$ cat src/rtl/hit_input_sequencer.sv
// Front end of the block-memory hit storage: buffers hits and event-end markers,
// streams hits into storage, and runs drain/readout/clear at each event boundary.
module hit_input_sequencer #(
  parameter int SSIDBITS    = 16,
  parameter int HITINFOBITS = 8,
  parameter int FIFODEPTH   = 16,
  parameter int DRAINCYCLES = 4
) (
  input  logic                   clock,
  input  logic                   reset,
  input  logic                   inValid,
  input  logic                   inEnd,
  input  logic [SSIDBITS-1:0]    inSSID,
  input  logic [HITINFOBITS-1:0] inHitInfo,
  output logic                   inReady,
  input  logic                   storageReady,
  input  logic                   readReady,
  output logic                   newAddress,
  output logic [SSIDBITS-1:0]    SSID,
  output logic [HITINFOBITS-1:0] hitInfo,
  output logic                   readMemory,
  output logic                   clearMemory,
  output logic [15:0]            eventCount,
  output logic                   busy
);

  localparam int FIFOADDRBITS = $clog2(FIFODEPTH);
  localparam int ENTRYBITS    = 1 + SSIDBITS + HITINFOBITS;
  localparam int DRAINBITS    = (DRAINCYCLES < 2) ? 1 : $clog2(DRAINCYCLES + 1);

  typedef enum logic [2:0] {CLEAR, CLR_WAIT, STREAM, DRAIN, READ, RD_WAIT} state_t;

  state_t                  state, stateNext;
  logic [1:0]              guard, guardNext;
  logic [DRAINBITS-1:0]    drain, drainNext;
  logic [15:0]             eventCountNext;
  logic                    newAddressNext, readMemoryNext, clearMemoryNext, busyNext;
  logic [SSIDBITS-1:0]     ssidNext;
  logic [HITINFOBITS-1:0]  hitInfoNext;

  logic [ENTRYBITS-1:0]    fifoMem [FIFODEPTH];
  logic [FIFOADDRBITS-1:0] wrPtr, rdPtr;
  logic [FIFOADDRBITS:0]   fifoCount;
  logic                    push, pop;
  logic [ENTRYBITS-1:0]    headEntry;
  logic                    headEnd;
  logic [SSIDBITS-1:0]     headSSID;
  logic [HITINFOBITS-1:0]  headInfo;

  // Input stage: FIFO occupancy gates acceptance; a pop never frees a slot in the same cycle
  assign inReady = (fifoCount < (FIFOADDRBITS+1)'(FIFODEPTH)) && !reset;
  assign push    = inValid && inReady;
  assign headEntry = fifoMem[rdPtr];
  assign {headEnd, headSSID, headInfo} = headEntry;

  always_ff @(posedge clock) begin
    if (push) fifoMem[wrPtr] <= {inEnd, inSSID, inHitInfo};
  end

  always_ff @(posedge clock or posedge reset) begin
    if (reset) begin
      wrPtr     <= '0;
      rdPtr     <= '0;
      fifoCount <= '0;
    end else begin
      if (push) wrPtr <= wrPtr + 1'b1;
      if (pop)  rdPtr <= rdPtr + 1'b1;
      if (push && !pop)      fifoCount <= fifoCount + 1'b1;
      else if (pop && !push) fifoCount <= fifoCount - 1'b1;
    end
  end

  // Sequencing stage: decide the pop and the next registered outputs
  always_comb begin
    stateNext       = state;
    guardNext       = guard;
    drainNext       = drain;
    eventCountNext  = eventCount;
    newAddressNext  = 1'b0;
    readMemoryNext  = 1'b0;
    clearMemoryNext = 1'b0;
    ssidNext        = SSID;
    hitInfoNext     = hitInfo;
    pop             = 1'b0;
    unique case (state)
      CLEAR: begin
        clearMemoryNext = 1'b1;
        guardNext       = 2'd2;
        stateNext       = CLR_WAIT;
      end
      CLR_WAIT: begin
        // storageReady lags clearMemory by an edge, so it is not trusted until the guard expires
        if (guard != 2'd0)     guardNext = guard - 2'd1;
        else if (storageReady) stateNext = STREAM;
      end
      STREAM: begin
        if ((fifoCount != '0) && storageReady) begin
          pop = 1'b1;
          if (headEnd) begin
            drainNext = DRAINBITS'(DRAINCYCLES);
            stateNext = DRAIN;
          end else begin
            newAddressNext = 1'b1;
            ssidNext       = headSSID;
            hitInfoNext    = headInfo;
          end
        end
      end
      DRAIN: begin
        if (drain == '0)       stateNext = READ;
        else if (storageReady) drainNext = drain - 1'b1;
      end
      READ: begin
        readMemoryNext = 1'b1;
        guardNext      = 2'd2;
        stateNext      = RD_WAIT;
      end
      RD_WAIT: begin
        if (guard != 2'd0) guardNext = guard - 2'd1;
        else if (readReady) begin
          eventCountNext = eventCount + 16'd1;
          stateNext      = CLEAR;
        end
      end
      default: stateNext = CLEAR;
    endcase
    busyNext = (stateNext != STREAM);
  end

  // Output stage: every output leaves from a register
  always_ff @(posedge clock or posedge reset) begin
    if (reset) begin
      state       <= CLEAR;
      guard       <= '0;
      drain       <= '0;
      eventCount  <= '0;
      newAddress  <= 1'b0;
      readMemory  <= 1'b0;
      clearMemory <= 1'b0;
      busy        <= 1'b0;
      SSID        <= '0;
      hitInfo     <= '0;
    end else begin
      state       <= stateNext;
      guard       <= guardNext;
      drain       <= drainNext;
      eventCount  <= eventCountNext;
      newAddress  <= newAddressNext;
      readMemory  <= readMemoryNext;
      clearMemory <= clearMemoryNext;
      busy        <= busyNext;
      SSID        <= ssidNext;
      hitInfo     <= hitInfoNext;
    end
  end

endmodule
$ cat config.mk
export PLATFORM = sky130hd
export DESIGN_NAME = hit_input_sequencer
export DESIGN_NICKNAME = d
export VERILOG_FILES = /design/src/rtl/hit_input_sequencer.sv
export SDC_FILE = /design/constraint.sdc
export NUM_CORES = 1
export LEC_CHECK = 0
export ABC_AREA = 0
export ABC_CLOCK_PERIOD_IN_PS = 9500
export CORE_ASPECT_RATIO = 0.5
export CORE_MARGIN = 10
export CORE_UTILIZATION = 50
export DETAILED_ROUTE_END_ITERATION = 6
export PLACE_DENSITY = 0.76
export SLEW_MARGIN = 40
export SYNTH_ARGS = -nofsm -noshare
export SYNTH_HDL_FRONTEND = slang
export SYNTH_SLANG_ARGS = --single-unit
$ cat constraint.sdc
create_clock -name clock -period 9.5 [get_ports clock]
set_input_delay 2.85 -clock clock [delete_from_list [all_inputs] [get_ports clock]]
set_output_delay 2.85 -clock clock [all_outputs]
set_load 0.02 [all_outputs]
After elaboration in Yosys (flattened, before gate mapping) --
Memory sizes are Yosys's and may differ from the RTL's. Cells that the tools add are included.
Word-level totals: bits of input ports 30, memories 1, bits in writable memories 400, flip-flop bits (word level) 65, logic and storage cells 82, output and inout bits 45
Cells by class: reductions and logical operators 21, add/subtract/negate cells 7, eq/ne operators 11, muxes and demuxes 26, bitwise gates (word level) 2, $lt $le $gt $ge 1
Memories:
- fifoMem | depth 16, bits a word 25, rd ports 1, clocked after memory_dff 0, write ports 1, RTL line 41 | logic [ENTRYBITS-1:0] fifoMem [FIFODEPTH];
Operators with widths (count):
- $mux W3 | 11
- $pmux W3 S6 | 1
- $add A16 B1 Y16 const B | 1
- $mux W5 | 2
- $mux W1 | 9
- $add A4 B1 Y4 const B | 2
- $ne A2 B2 Y1 const B | 4
- $reduce_bool A2 Y1 | 4
- $eq A3 B2 Y1 const B | 2
- $eq A3 B3 Y1 const B | 2
- $logic_not A3 Y1 | 2
- $pmux W3 S2 | 1
- $reduce_and A3 Y1 | 2
- $add A5 B1 Y5 const B | 1
- $logic_and A1 B1 Y1 | 5
- $lt A5 B5 Y1 const B | 1
- $reduce_and A5 Y1 | 1
- $reduce_bool A5 Y1 | 1
- $sub A5 B1 Y5 const B | 1
- $pmux W2 S2 | 1
- $reduce_or A2 Y1 | 2
- $eq A3 B1 Y1 const B | 1
- $logic_not A1 Y1 | 3
- $ne A3 B2 Y1 const B | 1
- 6 further kinds | 7

Longest topological paths before layout --
depth in word-level cells 7, depth in mapped cells 11, depth with buffers taken out 11

Least setup slack after synthesis --
Ideal clock, no wire load.
kind input to output, start in reset, end out inReady, path buffers 0, path slack 3501 ps, data required time 6650 ps, stages on the path 1, data arrival time 3149 ps, cells stage by stage nor2_1
On the way: longest elaborated chain between the ends 2
RTL lines:
- from (decl) | RTL line 10 | input logic reset,
- $logic_not A1 Y1 (no source line)
- $logic_and A1 B1 Y1 | RTL line 51 | assign inReady = (fifoCount < (FIFOADDRBITS+1)'(FIFODEPTH)) && !reset;
- to (decl) | RTL line 15 | output logic inReady,
No other way between the ends.

Worst setup path after layout --
Ends and elaborated chain as after synthesis.

==> run metrics <==
Max Used Layer met4; CTS hold repair buffers 0; power per cell area 256 nW/um^2; worst skew pair latency 0.58 ns; die width 288 microns; Crit Path Max Fanout 2; largest net degree at the start of global routing 66; RSZ-0062 raised after global routing false; Final setup viols 0; Top Ports 75; Slew HR 0.512; Routed WL per cell 25.1 microns; Initial Util 0.514; r2r setup slk 6.11 ns; Fin. Hold Viols 0; beginning of the worst hold path eventCount[15]$_DFFE_PP0P_; row cnt 48; most frequent cells in the layout 400 x edfxtp_1, 100 x mux4_2, 74 x clkdlybuf4s50_1, 63 x dfrtp_1, 49 x a22oi_1; Top delay family on crit path buffers and inverters; hold crit path type flop to flop; post-synthesis register bit count 465; Clock Tree Buf Depth 3; vias in the first global route 9237; GRT Total Usage 0.168; quantity of gates resized following cts 0; CP cell instances clkdlybuf4s50_1, nor2_1, clkdlybuf4s50_1; H-tree lvl count 2; number of synthesized flops with an enable pin 400; CP required 6.65 ns; total grt overflow 0; Tcrit/Tclk final 0.724; worst setup path category input port to primary output; Fmax 145 MHz; Mean Syn Cell Area 20.7 sq um; clock slew at reported path FFs 0.06 ns; layout net count 1013; final worst setup slack 2.62 ns; max-cap violation count 0; fraction of registers with async set/reset 0.140; dpl ws 2.61 ns; FF-to-FF path depth 11; cts bufs inserted 41; routability congestion estimate 0.759; commonest non-fill, non-tap cell in the layout edfxtp_1; top_reg_cell synth edfxtp_1; Max IR drop VDD 165 uV; slowest cell on the critical path clkdlybuf4s50_1; first-pass GRT wire length 57100 microns; Final TNS setup 0 ns; hold depth 1; CP Capture Type primary output; Total Power 5.31 mW; CORE AREA 35000 sq um; met3 wire len 3170 microns; Buf/Inv on CP 2; Worst Max-Slew Pin Slew 0.732 ns; WHS Endpoint eventCount[15]$_DFFE_PP0P_; DRC Markers 0; Vias/cell 5.98; # port buffers 74; Post-Syn Nets 912; met2 routed WL 17800 microns; antenna-violating nets left 0; Ys Warns 0; Critical R2R Launch state[1]$_DFF_PP0_; Post-CTS Setup Inserts 0; most used cell, CP clkdlybuf4s50_1; Die H 154 microns; max-slew violation count 0; antenna cells 0; die area 44400 sq um; Worst setup SP type input port; Leak 6.92 nW; Final Skew 0.0434 ns; layout cells sized above 1 0.234; share of the yosys chip area belonging to registers 0.759; Vias 8837; Post-Synthesis Cells 868; CP arrival 4.03 ns; Area Growth Syn to Fin 15.3%; status finished clean; CTS root buf clkbuf_16; slowest stage delay, CP 0.62 ns; R2R Path End fifoCount[4]$_DFFE_PP0P_; synthesized area 18000 sq um; routed metal-1 wirelength 15300 microns; antenna violations before repair 0; TritonCTS clock tree done; fin crit period 6.88 ns; HPWL after detailed placement 21400 microns; CTS sink count 465; Unique masters post-synth 43; DRT Wirelength 37000 microns; drt pass-1 iters 5; Detailed Route Iter0 Violations 865
-- worst max-delay path by stage --
stage          start       to  cells after the start
2_1_floorplan  reset  inReady                      1
4_1_cts        reset  inReady                      3
5_1_grt        reset  inReady                      3
3_3_place_gp   reset  inReady                      3
3_5_place_dp   reset  inReady                      3
6_report       reset  inReady                      3
-- synth_stat cells, types with 2 or more instances --
| cell type | n | area [sq um] |
|---|---|---|
| nand2b_1 | 4 | 25.0 |
| a21o_1 | 3 | 22.5 |
| a22oi_1 | 49 | 368 |
| buf_1 | 7 | 26.3 |
| ha_1 | 13 | 163 |
| nor3_1 | 9 | 45.0 |
| mux4_2 | 100 | 2250 |
| nand3_1 | 7 | 35.0 |
| and2_1 | 3 | 18.8 |
| clkbuf_1 | 28 | 105 |
| xnor2_1 | 18 | 158 |
| a21oi_1 | 5 | 25.0 |
| buf_12 | 2 | 40.0 |
| mux2_2 | 6 | 67.6 |
| nor2_1 | 22 | 82.6 |
| or3_1 | 2 | 12.5 |
| inv_1 | 14 | 52.6 |
| edfxtp_1 | 400 | 12000 |
| buf_2 | 4 | 20.0 |
| and3_1 | 3 | 18.8 |
| o21ai_0 | 6 | 30.0 |
| dfrtp_1 | 65 | 1630 |
| nand4_1 | 5 | 31.3 |
| mux2_4 | 19 | 285 |
| nand2_1 | 46 | 173 |
| xor2_1 | 7 | 61.3 |
| nor2b_1 | 5 | 31.3 |
-- sequential cells by signal (all words and copies together) (netlist names), 4 cells and up --
register,count
SSID,16
rdPtr,4
hitInfo,8
wrPtr,4
eventCount,16
fifoCount,5
fifoMem,400
-- kinds of logic (layout without fill, tap and decap cells) --
logic type / count (synthesis) / in the layout / synth area share
AOI/OAI and AO/OA: 70 / 70 / 0.0284
xor gates and xnor gates: 25 / 25 / 0.0122
adders and majority gates: 14 / 14 / 0.0102
buffers and inverters: 56 / 190 / 0.0142
DFF: 465 / 465 / 0.759
muxes: 127 / 127 / 0.147
and+or+nand+nor: 111 / 111 / 0.0292
-- through the flow --
stage	instance area [sq um]	utilization	hold WS, ns	std cells
finish	20700	0.593	0.470	1477
global route	20700	0.593	0.501	1477
CTS	20700	0.592	0.479	1477
detailed placement	19400	0.555	0.466	1401
global placement	19400	0.554	0.464	1401
floorplan	18000	-	0.456	868
-- worst register-to-register path, cell delays in order (launching register included) --
cell and delay (ns):
dfrtp_1 0.54, nand2b_1 0.17, a2111oi_2 0.62, inv_1 0.30
ha_1 0.31, inv_1 0.12, ha_1 0.27, nor2b_1 0.16
o21a_1 0.17, or3_1 0.32, a21oi_1 0.19, xor2_1 0.15
-- report_power, final --
| part | internal (mW) | total, mW | leakage [nW] | switching (mW) |
|---|---|---|---|---|
| Sequential | 2.37 | 2.52 | 4.45 | 0.156 |
| Clock | 0.881 | 1.62 | 0.642 | 0.738 |
| Combinational | 0.595 | 1.17 | 1.83 | 0.575 |
-- area by class of cell --
class / count / area, sq um
fill: 2390 / 14200
clock inverter: 23 / 218
inverter: 14 / 52.6
sequential: 465 / 13600
tap: 475 / 594
clock buffer: 53 / 1090
multi-input combinational: 347 / 4170
timing repair buffer: 100 / 947
-- metal layers --
layer / vias to the layer above / GRT usage
met5: - / 0
met4: 0 / 0.0474
met3: 65 / 0.0332
met2: 397 / 0.271
met1: 4645 / 0.230
li1: 3730 / -
No activity file was read; power rests on OpenSTA's default activity.
==> RTL edit 1: new RTL, same settings <==
Put one more register stage on the output `eventCount`, without a reset. The value now appears one clock later. The other outputs are not delayed to match.
--- a/src/rtl/hit_input_sequencer.sv
+++ b/src/rtl/hit_input_sequencer.sv
@@ -30,4 +30,6 @@
 
   typedef enum logic [2:0] {CLEAR, CLR_WAIT, STREAM, DRAIN, READ, RD_WAIT} state_t;
+
+  logic [15:0] eventCount_s0;
 
   state_t                  state, stateNext;
@@ -76,5 +78,5 @@
     guardNext       = guard;
     drainNext       = drain;
-    eventCountNext  = eventCount;
+    eventCountNext  = eventCount_s0;
     newAddressNext  = 1'b0;
     readMemoryNext  = 1'b0;
@@ -119,5 +121,5 @@
         if (guard != 2'd0) guardNext = guard - 2'd1;
         else if (readReady) begin
-          eventCountNext = eventCount + 16'd1;
+          eventCountNext = eventCount_s0 + 16'd1;
           stateNext      = CLEAR;
         end
@@ -134,5 +136,5 @@
       guard       <= '0;
       drain       <= '0;
-      eventCount  <= '0;
+      eventCount_s0 <= '0;
       newAddress  <= 1'b0;
       readMemory  <= 1'b0;
@@ -145,5 +147,5 @@
       guard       <= guardNext;
       drain       <= drainNext;
-      eventCount  <= eventCountNext;
+      eventCount_s0 <= eventCountNext;
       newAddress  <= newAddressNext;
       readMemory  <= readMemoryNext;
@@ -155,3 +157,7 @@
   end
 
+  always_ff @(posedge clock) begin
+    eventCount <= eventCount_s0;
+  end
+
 endmodule
Check against the original RTL: same outputs for any inputs over 4 cycles, from zero or initial values and one cycle with reset high; that may be too few to reach the edited logic, so the function may still have changed.
==> RTL edit 1 against the original RTL <==
Non-clock buffer count fell by 1; synthesized area up 2.1%; final area increased by 1.6%; sequential cell count grew 16; routed wire length rose by 2.0%; die area increased by 1.9%; worst setup slack got worse by 0.041 ns; power shrank 2.7%; core utilization down 0.87 points; clock skew down 0.019 ns; highest routed layer unchanged.
==> RTL edit 1: results (changes against the original RTL) <==
stage	metric	value	unit	change
placement	dpl cell area	0.01972	mm^2	was 0.01939 mm^2
floorplanning	Std-Cell Rows	49		was 48
critical_path	Reg2Reg Setup Slack	6.47	ns	was 6.11 ns
global_routing	all-layer global routing usage	16.71	%	was 16.78%
placement	placed insts	1429		was 1,401
critical_path	Reg2Reg Depth	10		was 11
global_routing	GRT met2 Usage	27.83	%	was 27.10%
placement	hpwl dp	21.09	mm	was 21.40 mm
logic_synthesis	Syn Area/Cell	20.64	um^2	was 20.70 um^2
route	Post-Route WL	37.77	mm	was 37.04 mm
critical_path	FF-to-FF Start	fifoCount[1]		was state[1]
route	wire length on met1	15.42	mm	was 15.33 mm
worst_hold_path	Hold Path Sink	eventCount[15]		unchanged
global_routing	routing usage on met3	3.047	%	was 3.325%
power_and_ir_drop	Seq pwr share	49.1	%	was 47.5%
clock_tree	Clock Latency Late Sink	0.56	ns	was 0.58 ns
placement	GPL Wtd Cong	0.7621		was 0.7593
logic_synthesis	fraction of synthesized area in multiplexers	14.42	%	was 14.70%
critical_path	arrival time worst endpoint	4.07	ns	was 4.03 ns
logic_synthesis	most instantiated cells after synthesis	edfxtp_1 (400), mux4_2 (100), dfrtp_1 (65), a22oi_1 (49), nand2_1 (42)		was edfxtp_1 (400), mux4_2 (100), dfrtp_1 (65), a22oi_1 (49), nand2_1 (46)
logic_synthesis	number of unique standard cell types used by synthesis	49		was 43
outcome	outcome	finished, final reports clean		unchanged
route	via count	8965		was 8,837
global_routing	vias in the first global route	9389		was 9,237
power_and_ir_drop	VDD IR max	0.1506	mV	was 0.1654 mV
sta	Hold Worst Slack	0.3983	ns	was 0.4699 ns
logic_synthesis	post-synthesis sequential area ratio	76.08	%	was 75.89%
global_routing	wire length of the first global-routing pass	58.35	mm	was 57.10 mm
power_and_ir_drop	Net Sw Power	1.355	mW	was 1.469 mW
global_routing	met1 usage	22.55	%	was 22.99%
logic_synthesis	Synth Area in Compound Gates	2.912	%	was 2.841%
worst_hold_path	Hold Crit Start	eventCount_s0[15]		was eventCount[15]
sta	FMAX	0.1445	GHz	was 0.1454 GHz
-- RTL edit 1: changes by cell type in the layout (fill, tap and decap cells not counted), sizes merged, moves of 2 or more --
cell     unedited run  this run
o21ai               6         4
and2                3         6
nor2b               5         8
inv                15        12
a21oi               5         7
dfxtp               0        16
nand2              46        42
o2111ai             0         2
nor3                9         6
clkbuf             53        56
nand3               7         9
mux2i               1         3
-- RTL edit 1: cell type report --
cell class	count	area, um^2
tap	484	605.6
multi-input combinational	353	4178
sequential	481	13960
inverter	12	45.04
clock inverter	22	178.9
clock buffer	56	1145
timing repair buffer	99	939.7
fill	2499	14990
-- RTL edit 1: worst register-to-register path, delay by kind of cell (launching register included) --
family,cells,cell delay [ns]
AOI/OAI and AO/OA,3,0.66
DFF,1,0.41
adders and majority gates,2,0.62
buffers and inverters,1,0.10
xor gates and xnor gates,1,0.16
and+or+nand+nor,3,1.01
==> RTL edit 2: new RTL, config.mk and constraints unchanged <==
Made on the original files. The parameter `HITINFOBITS` goes from 8 to 10.
--- a/src/rtl/hit_input_sequencer.sv
+++ b/src/rtl/hit_input_sequencer.sv
@@ -3,5 +3,5 @@
 module hit_input_sequencer #(
   parameter int SSIDBITS    = 16,
-  parameter int HITINFOBITS = 8,
+  parameter int HITINFOBITS = 10,
   parameter int FIFODEPTH   = 16,
   parameter int DRAINCYCLES = 4
Interface: changed (resized hitInfo and inHitInfo); port bits go from 75 to 79. No check against the original RTL was run, so the function may have changed too.
==> RTL edit 2 against the original RTL <==
Power increased by 11%; via count is 2.5% higher; sequential cell count up 34; first-iteration DRC count is 17% higher; final area increased by 6.8%; routed wire length grew 12%; worst setup slack got worse by 0.019 ns; maximum frequency shrank 0.27%; worst hold slack improved by 0.0046 ns; synthesized area rose by 7.4%.
==> RTL edit 2: results (changes against the original RTL) <==
stage	metric	value	unit	change
placement	DP Worst Slack	2.589	ns	was 2.614 ns
global_routing	met1 usage	22.86	%	was 22.99%
layout	Final nets	1011		was 1,013
sta	Tmin final	6.896	ns	was 6.878 ns
route	met3 routed WL	3.320	mm	was 3.174 mm
sta	Slew @ Worst Pin	0.7743	ns	was 0.7320 ns
placement	Buffers on Ports	78		was 74
logic_synthesis	synth top area cells	edfxtp_1 (67%), mux4_2 (16%), dfrtp_1 (8.7%)		was edfxtp_1 (67%), mux4_2 (13%), dfrtp_1 (9.1%)
global_routing	all-layer global routing usage	17.40	%	was 16.78%
route	vias per inst	5.969		was 5.983
logic_synthesis	number of unique standard cell types used by synthesis	41		was 43
critical_path	Reg2Reg Depth	5		was 11
route	Iteration-0 DRC Markers	1013		was 865
power_and_ir_drop	VDD IR max	0.1473	mV	was 0.1654 mV
critical_path	reg2reg end	SSID[13]		was fifoCount[4]
layout	Regs by FF count	fifoMem x432, SSID x16, eventCount x16		was fifoMem x400, SSID x16, eventCount x16
layout	share of layout cells above drive strength 1	26.58	%	was 23.35%
route	met2 wire length	21.00	mm	was 17.77 mm
critical_path	FF-to-FF Start	rdPtr[2]		was state[1]
outcome	outcome	finished, final reports clean		unchanged
logic_synthesis	syn nets	903		was 912
route	Avg WL per Cell	27.25	um	was 25.07 um
critical_path	arrival time worst endpoint	4.05	ns	was 4.03 ns
sta	final clock skew	0.02574	ns	was 0.04337 ns
global_routing	wire length of the first global-routing pass	62.31	mm	was 57.10 mm
logic_synthesis	most instantiated cells after synthesis	edfxtp_1 (432), mux4_2 (133), dfrtp_1 (67), nor2_1 (21), nand2_1 (20)		was edfxtp_1 (400), mux4_2 (100), dfrtp_1 (65), a22oi_1 (49), nand2_1 (46)
-- RTL edit 2: cell count changes after synthesis, moves of 3 or more --
cell / change
nand2_1: -26
mux2i_1: +3
clkbuf_1: -9
edfxtp_1: +32
mux4_2: +33
a22oi_1: -48
nor2b_1: -3
buf_1: +3
-- RTL edit 2: where the power goes --
group	switching, mW	internal [mW]
logic	0.655	0.807
clock network	0.771	0.917
registers	0.201	2.55
-- RTL edit 2: kinds of logic after synthesis --
group,Yosys count,share of synthesized area (%)
flip-flops,499,75.91
multiplexers,166,17.95
AND/OR/NAND/NOR,81,2.140
buffers and inverters,53,1.310
XOR/XNOR,25,1.135
AO/OA/AOI/OAI,19,0.6095
adder cells (fa/ha/maj),14,0.9467
-- RTL edit 2: layout make-up --
class	instances	area [um^2]	share of cell area [%]
tap	520	650.6	2.941
inverter	15	57.56	0.2602
multi-input combinational	305	4451	20.12
timing repair buffer	100	960.9	4.343
sequential	499	14660	66.25
clock inverter	23	161.4	0.7296
clock buffer	55	1185	5.356
